==> src/rtl/ariane_pkg.sv <==
// ============================================================================
//  Module      : ariane_pkg
//  Description : Runtime-monitor lane types shared by the allocator and
//                the lane tracker.
//  Revision    : 1.0 - initial release
// ============================================================================
`default_nettype none

package ariane_pkg;

   localparam int unsigned RM_LANE_W = 2;

   typedef struct packed {
      logic                 monitor_ins;
      logic [RM_LANE_W-1:0] lane;
   } runtime_monitor_ctrl;

   typedef struct packed {
      logic                 reset_lane;
      logic [RM_LANE_W-1:0] lane;
   } lane_ctrl;

   typedef enum logic [1:0] {
      RM_IDLE      = 2'd0,
      RM_ISSUED    = 2'd1,
      RM_COMMITTED = 2'd2,
      RM_RELEASE   = 2'd3
   } rm_lane_state_e;

endpackage

`default_nettype wire

==> src/rtl/rm_lane_fsm.sv <==
// ============================================================================
//  Module      : rm_lane_fsm
//  Description : Lifetime state machine and commit watchdog for one lane.
//  Revision    : 1.0 - initial release
// ============================================================================
`default_nettype none

module rm_lane_fsm
   import ariane_pkg::*;
#(
   parameter int unsigned TIMEOUT = 64
) (
   input  logic           clk_i,
   input  logic           rst_i,
   input  logic           i_alloc,
   input  logic           i_commit,
   input  logic           i_flush,
   input  logic           i_done,
   input  logic           i_grant,
   output rm_lane_state_e o_state,
   output logic           o_release_req,
   output logic           o_timeout,
   output logic           o_err
);

   localparam int unsigned        C_CNT_W   = (TIMEOUT > 0) ? $clog2(TIMEOUT + 1) : 1;
   localparam logic [C_CNT_W-1:0] C_EXPIRE  = C_CNT_W'(TIMEOUT - 1);
   localparam logic               C_WDOG_EN = (TIMEOUT != 0);

   rm_lane_state_e     r_state;
   rm_lane_state_e     w_state_nxt;
   logic [C_CNT_W-1:0] r_cnt;
   logic [C_CNT_W-1:0] w_cnt_nxt;
   logic               w_expire;

   always_ff @(posedge clk_i or posedge rst_i) begin
      if (rst_i) begin
         r_state <= RM_IDLE;
         r_cnt   <= '0;
      end else begin
         r_state <= w_state_nxt;
         r_cnt   <= w_cnt_nxt;
      end
   end

   always_comb begin
      w_state_nxt = r_state;
      w_cnt_nxt   = r_cnt;
      w_expire    = 1'b0;
      o_timeout   = 1'b0;
      case (r_state)
         RM_IDLE: begin
            if (i_alloc) w_state_nxt = RM_ISSUED;
         end
         RM_ISSUED: begin
            // a commit racing a flush belongs to an older instruction, so it wins
            if (i_commit) begin
               w_state_nxt = RM_COMMITTED;
               w_cnt_nxt   = '0;
            end else if (i_flush) begin
               w_state_nxt = RM_RELEASE;
            end
         end
         RM_COMMITTED: begin
            w_expire  = C_WDOG_EN && (r_cnt == C_EXPIRE);
            o_timeout = w_expire && !i_done;
            if (i_done || w_expire) w_state_nxt = RM_RELEASE;
            else                    w_cnt_nxt   = r_cnt + 1'b1;
         end
         RM_RELEASE: begin
            if (i_grant) w_state_nxt = i_alloc ? RM_ISSUED : RM_IDLE;
         end
         default: w_state_nxt = RM_IDLE;
      endcase
      o_err = (i_alloc  && !((r_state == RM_IDLE) || (r_state == RM_RELEASE && i_grant)))
           || (i_done   && (r_state != RM_COMMITTED))
           || (i_commit && (r_state != RM_ISSUED));
   end

   assign o_state       = r_state;
   assign o_release_req = (r_state == RM_RELEASE);

endmodule

`default_nettype wire

==> src/rtl/rm_lane_tracker.sv <==
// ============================================================================
//  Module      : rm_lane_tracker
//  Description : Tracks monitor lanes from allocation to release and drives
//                the allocator's lane-release bus from registered state.
//  Revision    : 1.0 - initial release
// ============================================================================
`default_nettype none

module rm_lane_tracker
   import ariane_pkg::*;
#(
   parameter int unsigned NUM_LANES       = 4,
   parameter int unsigned NUM_EVENTS      = 10,
   parameter int unsigned NR_COMMIT_PORTS = 2,
   parameter int unsigned TIMEOUT         = 64
) (
   input  logic                       clk_i,
   input  logic                       rst_i,
   input  runtime_monitor_ctrl        monitor_i,
   input  logic                       flush_i,
   input  logic [NR_COMMIT_PORTS-1:0] commit_ack_i,
   input  runtime_monitor_ctrl        commit_monitor_i [NR_COMMIT_PORTS],
   input  logic [NUM_LANES-1:0]       check_done_i,
   output lane_ctrl                   reset_monitor_o  [NUM_EVENTS],
   output logic [NUM_LANES-1:0]       busy_o,
   output logic                       timeout_o,
   output logic                       error_o
);

   logic [NUM_LANES-1:0] w_alloc;
   logic [NUM_LANES-1:0] w_commit;
   logic [NUM_LANES-1:0] w_grant;
   logic [NUM_LANES-1:0] w_release_req;
   logic [NUM_LANES-1:0] w_timeout;
   logic [NUM_LANES-1:0] w_err;
   logic                 w_found;
   rm_lane_state_e       w_state [NUM_LANES];
   logic                 r_error;

   always_comb begin
      w_alloc  = '0;
      w_commit = '0;
      for (int l = 0; l < NUM_LANES; l++) begin
         w_alloc[l] = monitor_i.monitor_ins && !flush_i && (monitor_i.lane == RM_LANE_W'(l));
         for (int p = 0; p < NR_COMMIT_PORTS; p++) begin
            if (commit_ack_i[p] && commit_monitor_i[p].monitor_ins &&
                (commit_monitor_i[p].lane == RM_LANE_W'(l)))
               w_commit[l] = 1'b1;
         end
      end
   end

   // Each slot takes the lowest-index releasing lane not already taken.
   always_comb begin
      w_grant = '0;
      w_found = 1'b0;
      for (int s = 0; s < NUM_EVENTS; s++) begin
         reset_monitor_o[s] = '0;
         w_found            = 1'b0;
         for (int l = 0; l < NUM_LANES; l++) begin
            if (!w_found && w_release_req[l] && !w_grant[l]) begin
               w_found                       = 1'b1;
               w_grant[l]                    = 1'b1;
               reset_monitor_o[s].reset_lane = 1'b1;
               reset_monitor_o[s].lane       = RM_LANE_W'(l);
            end
         end
      end
   end

   for (genvar l = 0; l < NUM_LANES; l++) begin : g_lane
      rm_lane_fsm #(
         .TIMEOUT (TIMEOUT)
      ) u_fsm (
         .clk_i         (clk_i),
         .rst_i         (rst_i),
         .i_alloc       (w_alloc[l]),
         .i_commit      (w_commit[l]),
         .i_flush       (flush_i),
         .i_done        (check_done_i[l]),
         .i_grant       (w_grant[l]),
         .o_state       (w_state[l]),
         .o_release_req (w_release_req[l]),
         .o_timeout     (w_timeout[l]),
         .o_err         (w_err[l])
      );
      assign busy_o[l] = (w_state[l] != RM_IDLE);
   end

   always_ff @(posedge clk_i or posedge rst_i) begin
      if (rst_i)       r_error <= 1'b0;
      else if (|w_err) r_error <= 1'b1;
   end

   assign error_o   = r_error;
   assign timeout_o = |w_timeout;

endmodule

`default_nettype wire

==> config.mk <==
export PLATFORM = sky130hd
export DESIGN_NAME = rm_lane_tracker
export DESIGN_NICKNAME = d
export VERILOG_FILES = /design/src/rtl/ariane_pkg.sv /design/src/rtl/rm_lane_fsm.sv /design/src/rtl/rm_lane_tracker.sv
export SDC_FILE = /design/constraint.sdc
export NUM_CORES = 1
export LEC_CHECK = 0
export ABC_CLOCK_PERIOD_IN_PS = 3500
export BUFFER_PORTS_ARGS = -buffer_cell sky130_fd_sc_hd__buf_4
export CORE_ASPECT_RATIO = 0.7
export CORE_UTILIZATION = 60
export CTS_CLUSTER_DIAMETER = 80
export DETAILED_ROUTE_END_ITERATION = 8
export MAX_ROUTING_LAYER = met4
export PLACE_DENSITY = 0.85
export REMOVE_ABC_BUFFERS = 1
export SYNTH_ARGS = -nofsm -noshare
export SYNTH_HDL_FRONTEND = slang
export SYNTH_SLANG_ARGS = --single-unit
==> constraint.sdc <==
create_clock -name clk_i -period 3.5 [get_ports clk_i]
set_clock_uncertainty 0.1 [all_clocks]
set_input_delay 0.175 -clock clk_i [delete_from_list [all_inputs] [get_ports clk_i]]
set_output_delay 0.175 -clock clk_i [all_outputs]
set_load 0.01 [all_outputs]
## After elaboration in Yosys (flattened, before gate mapping)

Cells that the tools add are included.

| word-level totals | value |
|---|---|
| bits in registers | 37 |
| input bits | 18 |
| output and inout bits | 36 |
| word-level logic and storage cells | 444 |

| operators by class | value |
|---|---|
| $add $sub $neg | 4 |
| equal/unequal tests | 57 |
| multiplexer cells | 158 |
| reductions and logical operators | 216 |

Operator list:

| operator | count |
|---|---|
| 2-to-1 mux 3 bit | 40 |
| logical AND 1 bit | 101 |
| 2-to-1 mux 1 bit | 85 |
| logical NOT 1 bit | 74 |
| 2-to-1 mux 7 bit | 8 |
| one-hot mux 7 bit (2 select lines) | 4 |
| inequality test 2 x 1 -> 1 bit (second input constant) | 20 |
| 2-to-1 mux 2 bit | 17 |
| one-hot mux 2 bit (4 select lines) | 4 |
| adder 7 x 1 -> 7 bit (second input constant) | 4 |
| == test 2 bit (second input constant) | 14 |
| == test 7 x 6 -> 1 bit (second input constant) | 4 |
| logical OR 1 bit | 16 |
| inequality test 2 bit (second input constant) | 8 |
| AND reduction 4 bit | 4 |
| nonzero test 2 bit | 8 |
| == test 2 x 1 -> 1 bit (second input constant) | 7 |
| logical NOT 2 bit | 7 |
| inequality test 3 x 2 -> 1 bit (second input constant) | 4 |
| AND reduction 3 bit | 4 |
| OR reduction 4 bit | 2 |

## Logic depth before layout (Yosys ltp)

Gate-level depths: netlist (run 1).

| logic depth | value |
|---|---|
| depth in word-level cells | 48 |
| gate-level depth with buffers | 9 |
| mapped depth without buffers | 7 |

## By module

Synthesis (run 1) repeated with hierarchy kept, for this count alone.

| unflattened totals | value |
|---|---|
| cells, all modules | 345 |
| area total of the unflattened synthesis | 3213.1 um2 |

By module, submodules not included:

| module | times used | cells an instance | area an instance (um2) | sequential area each (um2) |
|---|---|---|---|---|
| rm_lane_fsm (g_lane[0].u_fsm ...) | 3 | 67 | 675.6 | 225.2 |
| rm_lane_fsm (g_lane[3].u_fsm) | 1 | 67 | 664.4 | 225.2 |
| rm_lane_tracker | 1 | 77 | 521.8 | 25.0 |

## Least setup slack after synthesis (run 1)

No wires, ideal clock.

| path | value |
|---|---|
| kind | reg2reg |
| start | register g_lane[2].u_fsm.r_state[0] |
| end | register r_error (netlist: error_o) |
| library setup time | 0.139 ns |
| arrival | 1.854 ns |
| required time | 3.261 ns |
| slack | 1.408 ns |
| stages on the path, launching flop included | 7 |
| buffers on the path | 0 |
| period minus slack after synthesis | 2.092 ns |
| cells stage by stage | dfrtp_1 inv_1 ha_1 mux4_2 nand2_1 o21ai_0 or4_1 |

| between the ends | value |
|---|---|
| cells in the longest elaborated chain, start to end | 41 |
| elaborated cells on any way between the ends | 115 |
| those cells by class | eq/ne (3); mux (30); reduce/logical (82) |

Ends and longest elaborated chain:

| item | line | RTL |
|---|---|---|
| start: declaration | rm_lane_fsm.sv:30 | `rm_lane_state_e r_state;` |
| start signal: assignment | rm_lane_fsm.sv:41 | `r_state <= w_state_nxt;` |
| == test 2 bit | rm_lane_fsm.sv:75, rm_lane_fsm.sv:81 |  |
| logical AND 1 bit | rm_lane_tracker.sv:61 | `if (!w_found && w_release_req[l] && !w_grant[l]) begin` |
| 2-to-1 mux 1 bit | rm_lane_tracker.sv:61 |  |
| logical NOT 1 bit | rm_lane_tracker.sv:61 |  |
| logical AND 1 bit | rm_lane_tracker.sv:61 |  |
| 2-to-1 mux 1 bit | rm_lane_tracker.sv:61 |  |
| logical NOT 1 bit | rm_lane_tracker.sv:61 |  |
| logical AND 1 bit | rm_lane_tracker.sv:61 |  |
| [25 not listed] | - |  |
| 2-to-1 mux 1 bit | rm_lane_tracker.sv:61 |  |
| logical AND 1 bit | rm_lane_fsm.sv:75 | `o_err = (i_alloc && !((r_state == RM_IDLE) \|\| (r_state == RM_RELEASE && i_grant)))` |
| logical OR 1 bit | rm_lane_fsm.sv:75 |  |
| logical NOT 1 bit | rm_lane_fsm.sv:75 |  |
| logical AND 1 bit | rm_lane_fsm.sv:75 |  |
| logical OR 1 bit | rm_lane_fsm.sv:76 | `\|\| (i_done && (r_state != RM_COMMITTED))` |
| logical OR 1 bit | rm_lane_fsm.sv:77 | `\|\| (i_commit && (r_state != RM_ISSUED));` |
| OR reduction 4 bit (*) | rm_lane_tracker.sv:92 | `else if (\|w_err) r_error <= 1'b1;` |
| end signal: assignment | rm_lane_tracker.sv:91 | `if (rst_i) r_error <= 1'b0;` |
| end signal: assignment | rm_lane_tracker.sv:92 |  |
| end: declaration | rm_lane_tracker.sv:38 | `logic r_error;` |

Mark *: on every way between the ends. The rest lies on a longest branch, timed or not.
A chain may end at the register's enable or synchronous reset.

## Worst setup path after layout (run 1)

| path | value |
|---|---|
| start | register g_lane[2].u_fsm.r_state[0] |
| end | output timeout_o |

| between the ends | value |
|---|---|
| cells in the longest elaborated chain, start to end | 3 |

Ends and longest elaborated chain:

| item | line | RTL |
|---|---|---|
| == test 2 bit | rm_lane_fsm.sv:51 | `case (r_state)` |
| 2-to-1 mux 1 bit | rm_lane_fsm.sv:51 |  |
| OR reduction 4 bit | rm_lane_tracker.sv:96 | `assign timeout_o = \|w_timeout;` |
| end: declaration | rm_lane_tracker.sv:26 | `output logic timeout_o,` |

No other way between the ends.

==> flow_summary.toml, run 1 <==
[global_routing]
overflow = 0
antenna_found_initial = 0
grt_pass1_wl_mm = 11.1
grt_pass1_vias = 2425
grt_max_degree = 21
grtUsageTotal_pct = 29.6

[detailed_routing]
ant_nets = 0
avgRoutedWirePerCell_um = 15.2
drc = 14
via_per_inst = 6.06
drt_iter0_drc = 162
vias = 2583
wl_mm = 6.48
drt_first_pass_iters = 7

[die]
die_w_um = 84.1
rows = 20
ios = 54
dieArea_mm2 = 0.00500
core_mm2 = 0.00443
start_util_pct = 64.0
die_y_um = 59.5

[power]
switchingPower_mw = 1.09
internal-power_mw = 1.39
p_clk_share_pct = 17.6
vdd.ir_drop.worst_mv = 0.327
p_per_area_mw_per_mm2 = 770
sw_frac_of_total_pct = 43.9
seqPwrFrac_pct = 24.8
combPwrFrac_pct = 57.7
power.leakage_nw = 1.50

[place]
dp_hpwl_mm = 5.03
placedInstanceArea_mm2 = 0.00308
port_buffers = 35
gp_congestion = 0.915

[synth]
synth_common_cells = "dfrtp_1, nand2_1, inv_1"
syn_area_mm2 = 0.00283
yosysSeqAreaShare_pct = 32.7
synthCells = 333
synth_edf_count = 0
ys_types = 59
synth_area_leaders = "dfrtp_1, ha_1, buf_4"
synthFlopType = "dfrtp_1"
synth_top_cell_by_area = "dfrtp_1"
yosysMostFrequentCell = "dfrtp_1"
ys_ff_latch = 37
synth_top_area_share_pct = 32.7
syn_area_per_cell_um2 = 8.51
yosys_warnings = 0
async_reset_ff_share_pct = 100

[timing]
layout_min_cycle_time_ns = 2.37
worst_pin_slew_ns = 0.695
min_period_over_period_pct = 67.8
rsz0062_at_grt = "false"
hold_viol = 0
slew_headroom_pct = 53.6
fmax_mhz = 421
whs_ns = 0.156
setup_tns_ns = 0
finalSetupViolations = 0
drv_slew = 0

[cts]
clock_latency_ns = 0.29
cts_root_buf = "clkbuf_8"
post_cts_buffers = 0
cts_hold_buf = 1
htreeDepth = 2
cts.sinks = 37
cts_buffers = 5
clk_pin_slew_ns = 0.08
clockBufferDepth = 2
cts_resized = 0
cts_tree = "built"

[final_layout]
num-fill-cells = 337
multi_input_area_mm2 = 0.00169
drive_gt1_share_pct = 15.4
final_nets = 413
regArea_um2 = 926
fin_area_mm2 = 0.00322
antenna_cells = 0
area_growth_pct = 13.7

[worst_setup_path]
required_ns = 3.22
critPathMaxStageDelay_ns = 0.40
path_class = "register to primary output"
slowest_stage = "dfrtp_1"
path_cells = "inv_1 -> ha_1 -> inv_1 -> nor4_1 -> a31oi_1 -> o311ai_0 -> buf_4"
path_common_cell = "inv_1"
endpoint_kind = "primary output"
crit_path_max_fanout = 8
arrival_ns = 2.10
crit_buf_inv = 3
start_kind = "register"
critPathTopFamily = "buffers and inverters"

[min_path]
hp-class = "primary input to register"

[outcome]
status = "finished, violations left"
violations = "design-rule violations"

[job]
maxCapViolCount = 0
==> layer usage <==
metal	vias to the layer above	track usage (%)	routed length, um	share of wire, %
li1	1243	-	-	-
met1	1221	38.8	2950	46
met2	110	48.0	2880	44
met3	9	5.99	564	8.7
met4	0	7.39	81	1.2
met5	-	-	0	0
==> sequential cells by signal, indices dropped and copies added (netlist names) <==
signal                flops
g_lane.u_fsm.o_state      8
g_lane.u_fsm.r_cnt       28
error_o                   1
==> cells by family after synthesis <==
family,count (synthesis),share of synthesized area [%]
and+or+nand+nor,112,20.8
AOI/OAI and AO/OA,92,21.6
buffers and inverters,57,10.1
DFF,37,32.7
adders and majority gates,25,11.0
muxes,7,3.14
xor gates and xnor gates,2,0.618
other,1,0.132
==> stage by stage <==
step | cells | power (mW) | util [%] | worst slack [ns]
after floorplan | 325 | 1.59 | - | 1.41
after global routing | 426 | 2.69 | 72.7 | 0.942
after global placement | 417 | 1.97 | 69.5 | 1.33
final | 426 | 2.48 | 72.7 | 1.13
after CTS | 426 | 2.47 | 72.7 | 1.15
after detailed placement | 417 | 2.03 | 69.5 | 1.20
==> cell type report <==
| cell class | instances | share of cell area [%] |
|---|---|---|
| inverters | 32 | 3.73 |
| clock buffers | 5 | 2.14 |
| flip-flops and latches | 37 | 28.7 |
| multi-input cells | 256 | 52.3 |
| well taps | 55 | 2.14 |
| repair buffers | 38 | 8.93 |
| clock inverters | 3 | 2.02 |
==> power groups by stage <==
stage	combinational [mW]	sequential, mW	clock [mW]
2_1_floorplan	0.994	0.598	0
3_3_place_gp	1.36	0.611	0
3_5_place_dp	1.41	0.621	0
4_1_cts	1.41	0.613	0.444
5_1_grt	1.60	0.630	0.464
6_report	1.43	0.615	0.436
==> layout by cell type (no fill, tap or decap), types with 2 or more instances in the layout <==
master,netlist,layout
nor3_1,6,6
o21ai_0,27,27
inv_1,32,32
nor2_1,22,22
ha_1,25,25
a32oi_1,3,3
nor4_1,2,2
mux2i_1,4,4
nand4_1,5,5
nand3b_1,3,3
o41ai_1,3,3
o21a_1,5,5
nand2b_1,5,5
and2_1,2,2
nand3_1,13,13
o211ai_1,2,2
clkbuf_8,0,5
nand2_1,33,33
bufinv_16,0,2
o31ai_1,6,6
and3_1,2,2
and4bb_2,2,2
a21oi_1,16,16
a222oi_1,4,4
a211oi_1,2,2
a31oi_1,6,6
conb_1,1,18
a32o_1,2,2
and4_1,2,2
nand4b_1,6,6
buf_4,18,37
o31a_1,2,2
or2_2,3,3
dfrtp_1,37,37
==> path summary, 6_finish.rpt <==
path,start,to,cells past startpoint,slack [ns]
min in group asynchronous,rst_i,g_lane[3].u_fsm.r_cnt[6]$_DFFE_PP0P_,3,0.45
max reg2reg,g_lane[1].u_fsm.o_state[0]$_DFFE_PP0P_,error_o$_DFFE_PP0P_,6,1.16
max,g_lane[2].u_fsm.o_state[0]$_DFFE_PP0P_,timeout_o,7,1.13
min reg2reg,g_lane[0].u_fsm.r_cnt[6]$_DFFE_PP0P_,g_lane[0].u_fsm.r_cnt[6]$_DFFE_PP0P_,1,0.38
max in group asynchronous,rst_i,g_lane[2].u_fsm.o_state[0]$_DFFE_PP0P_,4,2.09
min,check_done_i[0],g_lane[0].u_fsm.r_cnt[6]$_DFFE_PP0P_,4,0.16
==> worst reg2reg max path, cell delays in order, from the launching register on <==
cell and delay, ns:
dfrtp_1 0.43, inv_1 0.13, ha_1 0.35, inv_1 0.18, a222oi_1 0.37, o211ai_1 0.14
or4_1 0.51
No activity file was read; power rests on OpenSTA's default activity.
==> inputs of run 2 (changes only) <==
- ABC_AREA: not set -> 1
- ABC_CLOCK_PERIOD_IN_PS: 3500 -> 2000
- CORE_UTILIZATION: 60 -> 52
- PLACE_DENSITY: 0.85 -> 0.78
- clock period: 3.5 -> 2 ns (I/O delays scaled with it)
==> run 2 against run 1 <==
Compared with the run above: the run now ends clean; critical path depth down 2; non-clock buffer count down 1; utilization down 11 points; worst hold slack worse by 0.087 ns; count of clock-buffer cells in the layout up 1; power up 70%; die area up 28%; critical path type unchanged; highest routed layer unchanged.
==> flow_summary.toml, run 2 <==
[global_routing]
antenna_found_initial = 0
grtUsageTotal_pct = 24.0
grt_pass1_wl_mm = 11.6
overflow = 0
grt_pass1_vias = 2582
grt_max_degree = 38

[synth]
syn_area_per_cell_um2 = 6.64
ys_types = 31
synthFlopType = "dfrtp_1"
ys_ff_latch = 37
yosysSeqAreaShare_pct = 29.2
synth_area_leaders = "dfrtp_1, nand2_1, ha_1"
synth_top_cell_by_area = "dfrtp_1"
async_reset_ff_share_pct = 100
synth_edf_count = 0
syn_area_mm2 = 0.00317
yosysMostFrequentCell = "nand2_1"
yosys_warnings = 0
synth_top_area_share_pct = 29.2
synth_common_cells = "nand2_1, nor2_1, inv_1"
synthCells = 477

[timing]
drv_slew = 0
rsz0062_at_grt = "true"
setup_tns_ns = 0
min_period_over_period_pct = 95.6
hold_viol = 0
fmax_mhz = 523
layout_min_cycle_time_ns = 1.91
finalSetupViolations = 0

[power]
power_mw = 4.23
combPwrFrac_pct = 62.4
p_clk_share_pct = 12.4
p_per_area_mw_per_mm2 = 1180
power.leakage_nw = 1.99
seqPwrFrac_pct = 25.1
sw_frac_of_total_pct = 49.8
vdd.ir_drop.worst_mv = 0.446
switchingPower_mw = 2.11
internal-power_mw = 2.12

[die]
start_util_pct = 54.7
die_w_um = 95.3
core_mm2 = 0.00578
die_y_um = 67.3
dieArea_mm2 = 0.00641
rows = 23
ios = 54

[min_path]
hp-class = "primary input to register"

[detailed_routing]
drc = 0
drt_first_pass_iters = 4
vias = 2927
drt_iter0_drc = 213
wl_mm = 6.94
avgRoutedWirePerCell_um = 11.7
ant_nets = 0
via_per_inst = 4.92

[final_layout]
final_cell_mix = "nand2_1, nor2_1, inv_1, dfrtp_1, buf_4"
area_growth_pct = 12.9
final_util_pct = 61.8
drive_gt1_share_pct = 19.8
final_cells = 595
final_common_cell = "nand2_1"
antenna_cells = 0
final_nets = 562
top_register = "g_lane.u_fsm.r_cnt"
fin_area_mm2 = 0.00357
largest_register_ffs = 28
num-fill-cells = 565

[worst_setup_path]
start_kind = "register"
arrival_ns = 1.71
slowest_stage = "dfrtp_1"
crit_path_max_fanout = 9
critPathMaxStageDelay_ns = 0.44
path_cells = "inv_1 -> ha_1 -> nand2_1 -> o2111ai_1 -> buf_4"
path_class = "register to primary output"
endpoint_kind = "primary output"
required_ns = 1.80

[job]
maxCapViolCount = 0

[place]
dp_cells = 586
placedInstanceArea_mm2 = 0.00345
port_buffers = 35
gp_congestion = 0.866
dp_hpwl_mm = 5.42

[cts]
cts_tree = "built"
clock_latency_ns = 0.29
cts_buffers = 5
cts.sinks = 37
cts_root_buf = "clkbuf_8"
htreeDepth = 2
clockBufferDepth = 2
clk_pin_slew_ns = 0.08
post_cts_buffers = 0

[outcome]
status = "complete, no violations"
[run 2: stage by stage]
stage / hold slack [ns] / worst slack (ns)
2_1_floorplan: 0.180 / 0.521
3_3_place_gp: 0.153 / 0.327
3_5_place_dp: 0.156 / 0.318
4_1_cts: 0.0770 / 0.00576
5_1_grt: 0.0793 / -0.0282
6_report: 0.0683 / 0.0876
[run 2: timing repair]
item | 4_1_cts | 5_1_grt
endpoints found under the setup margin | 1 | 8
hold buffers | 1 | 0
endpoints found under the hold margin | 37 | 0
resized for setup | 1 | 7
[run 2: logic make-up after synthesis]
logic type | share of synthesized area, %
other cells | 0.118
compound gates | 6.28
fa+ha+maj | 9.88
xor+xnor | 0.830
buf+inv | 11.4
simple gates | 42.2
flops | 29.2
[run 2: final cells by class]
type	count	area (um2)	area share, %
clock inverter	2	10.0	0.280
inverter	59	221	6.20
tap	75	93.8	2.63
clock buffer	6	72.6	2.03
sequential	37	926	25.9
multi-input combinational	379	1970	55.1
timing repair buffer	37	280	7.84
[run 2: per-layer routing]
layer / GRT usage, % / vias to the layer above / wire [um]
li1: - / 1529 / -
met1: 32.5 / 1323 / 3350
met2: 36.6 / 68 / 3130
met3: 4.50 / 7 / 395
met4: 6.63 / 0 / 64
met5: - / - / 0
[run 2: worst max-delay path: cells and delay by family, from the launching register on]
family / cells / cell delay (ns)
compound gates: 1 / 0.23
fa+ha+maj: 1 / 0.36
buf+inv: 2 / 0.29
flops: 1 / 0.44
simple gates: 1 / 0.10
[run 2: final timing paths]
| kind | start | endpoint | slack, ns | cells past startpoint |
|---|---|---|---|---|
| max | g_lane[0].u_fsm.o_state[0]$_DFFE_PP0P_ | timeout_o | 0.09 | 5 |
| min | check_done_i[0] | error_o$_DFFE_PP0P_ | 0.07 | 5 |
| max reg2reg | g_lane[0].u_fsm.o_state[0]$_DFFE_PP0P_ | error_o$_DFFE_PP0P_ | 0.29 | 7 |
| min reg2reg | g_lane[1].u_fsm.r_cnt[3]$_DFFE_PP0P_ | g_lane[1].u_fsm.r_cnt[3]$_DFFE_PP0P_ | 0.40 | 2 |
| max in group asynchronous | rst_i | g_lane[1].u_fsm.r_cnt[6]$_DFFE_PP0P_ | 1.09 | 4 |
| min in group asynchronous | rst_i | g_lane[2].u_fsm.r_cnt[1]$_DFFE_PP0P_ | 0.37 | 4 |
[run 2: power groups by stage]
| stage | logic, mW | registers, mW | clock network (mW) |
|---|---|---|---|
| CTS | 2.59 | 1.05 | 0.539 |
| global placement | 2.52 | 1.06 | 0 |
| floorplan | 1.90 | 1.03 | 0 |
| detailed placement | 2.59 | 1.06 | 0 |
| finish | 2.64 | 1.06 | 0.525 |
| global route | 2.97 | 1.09 | 0.573 |
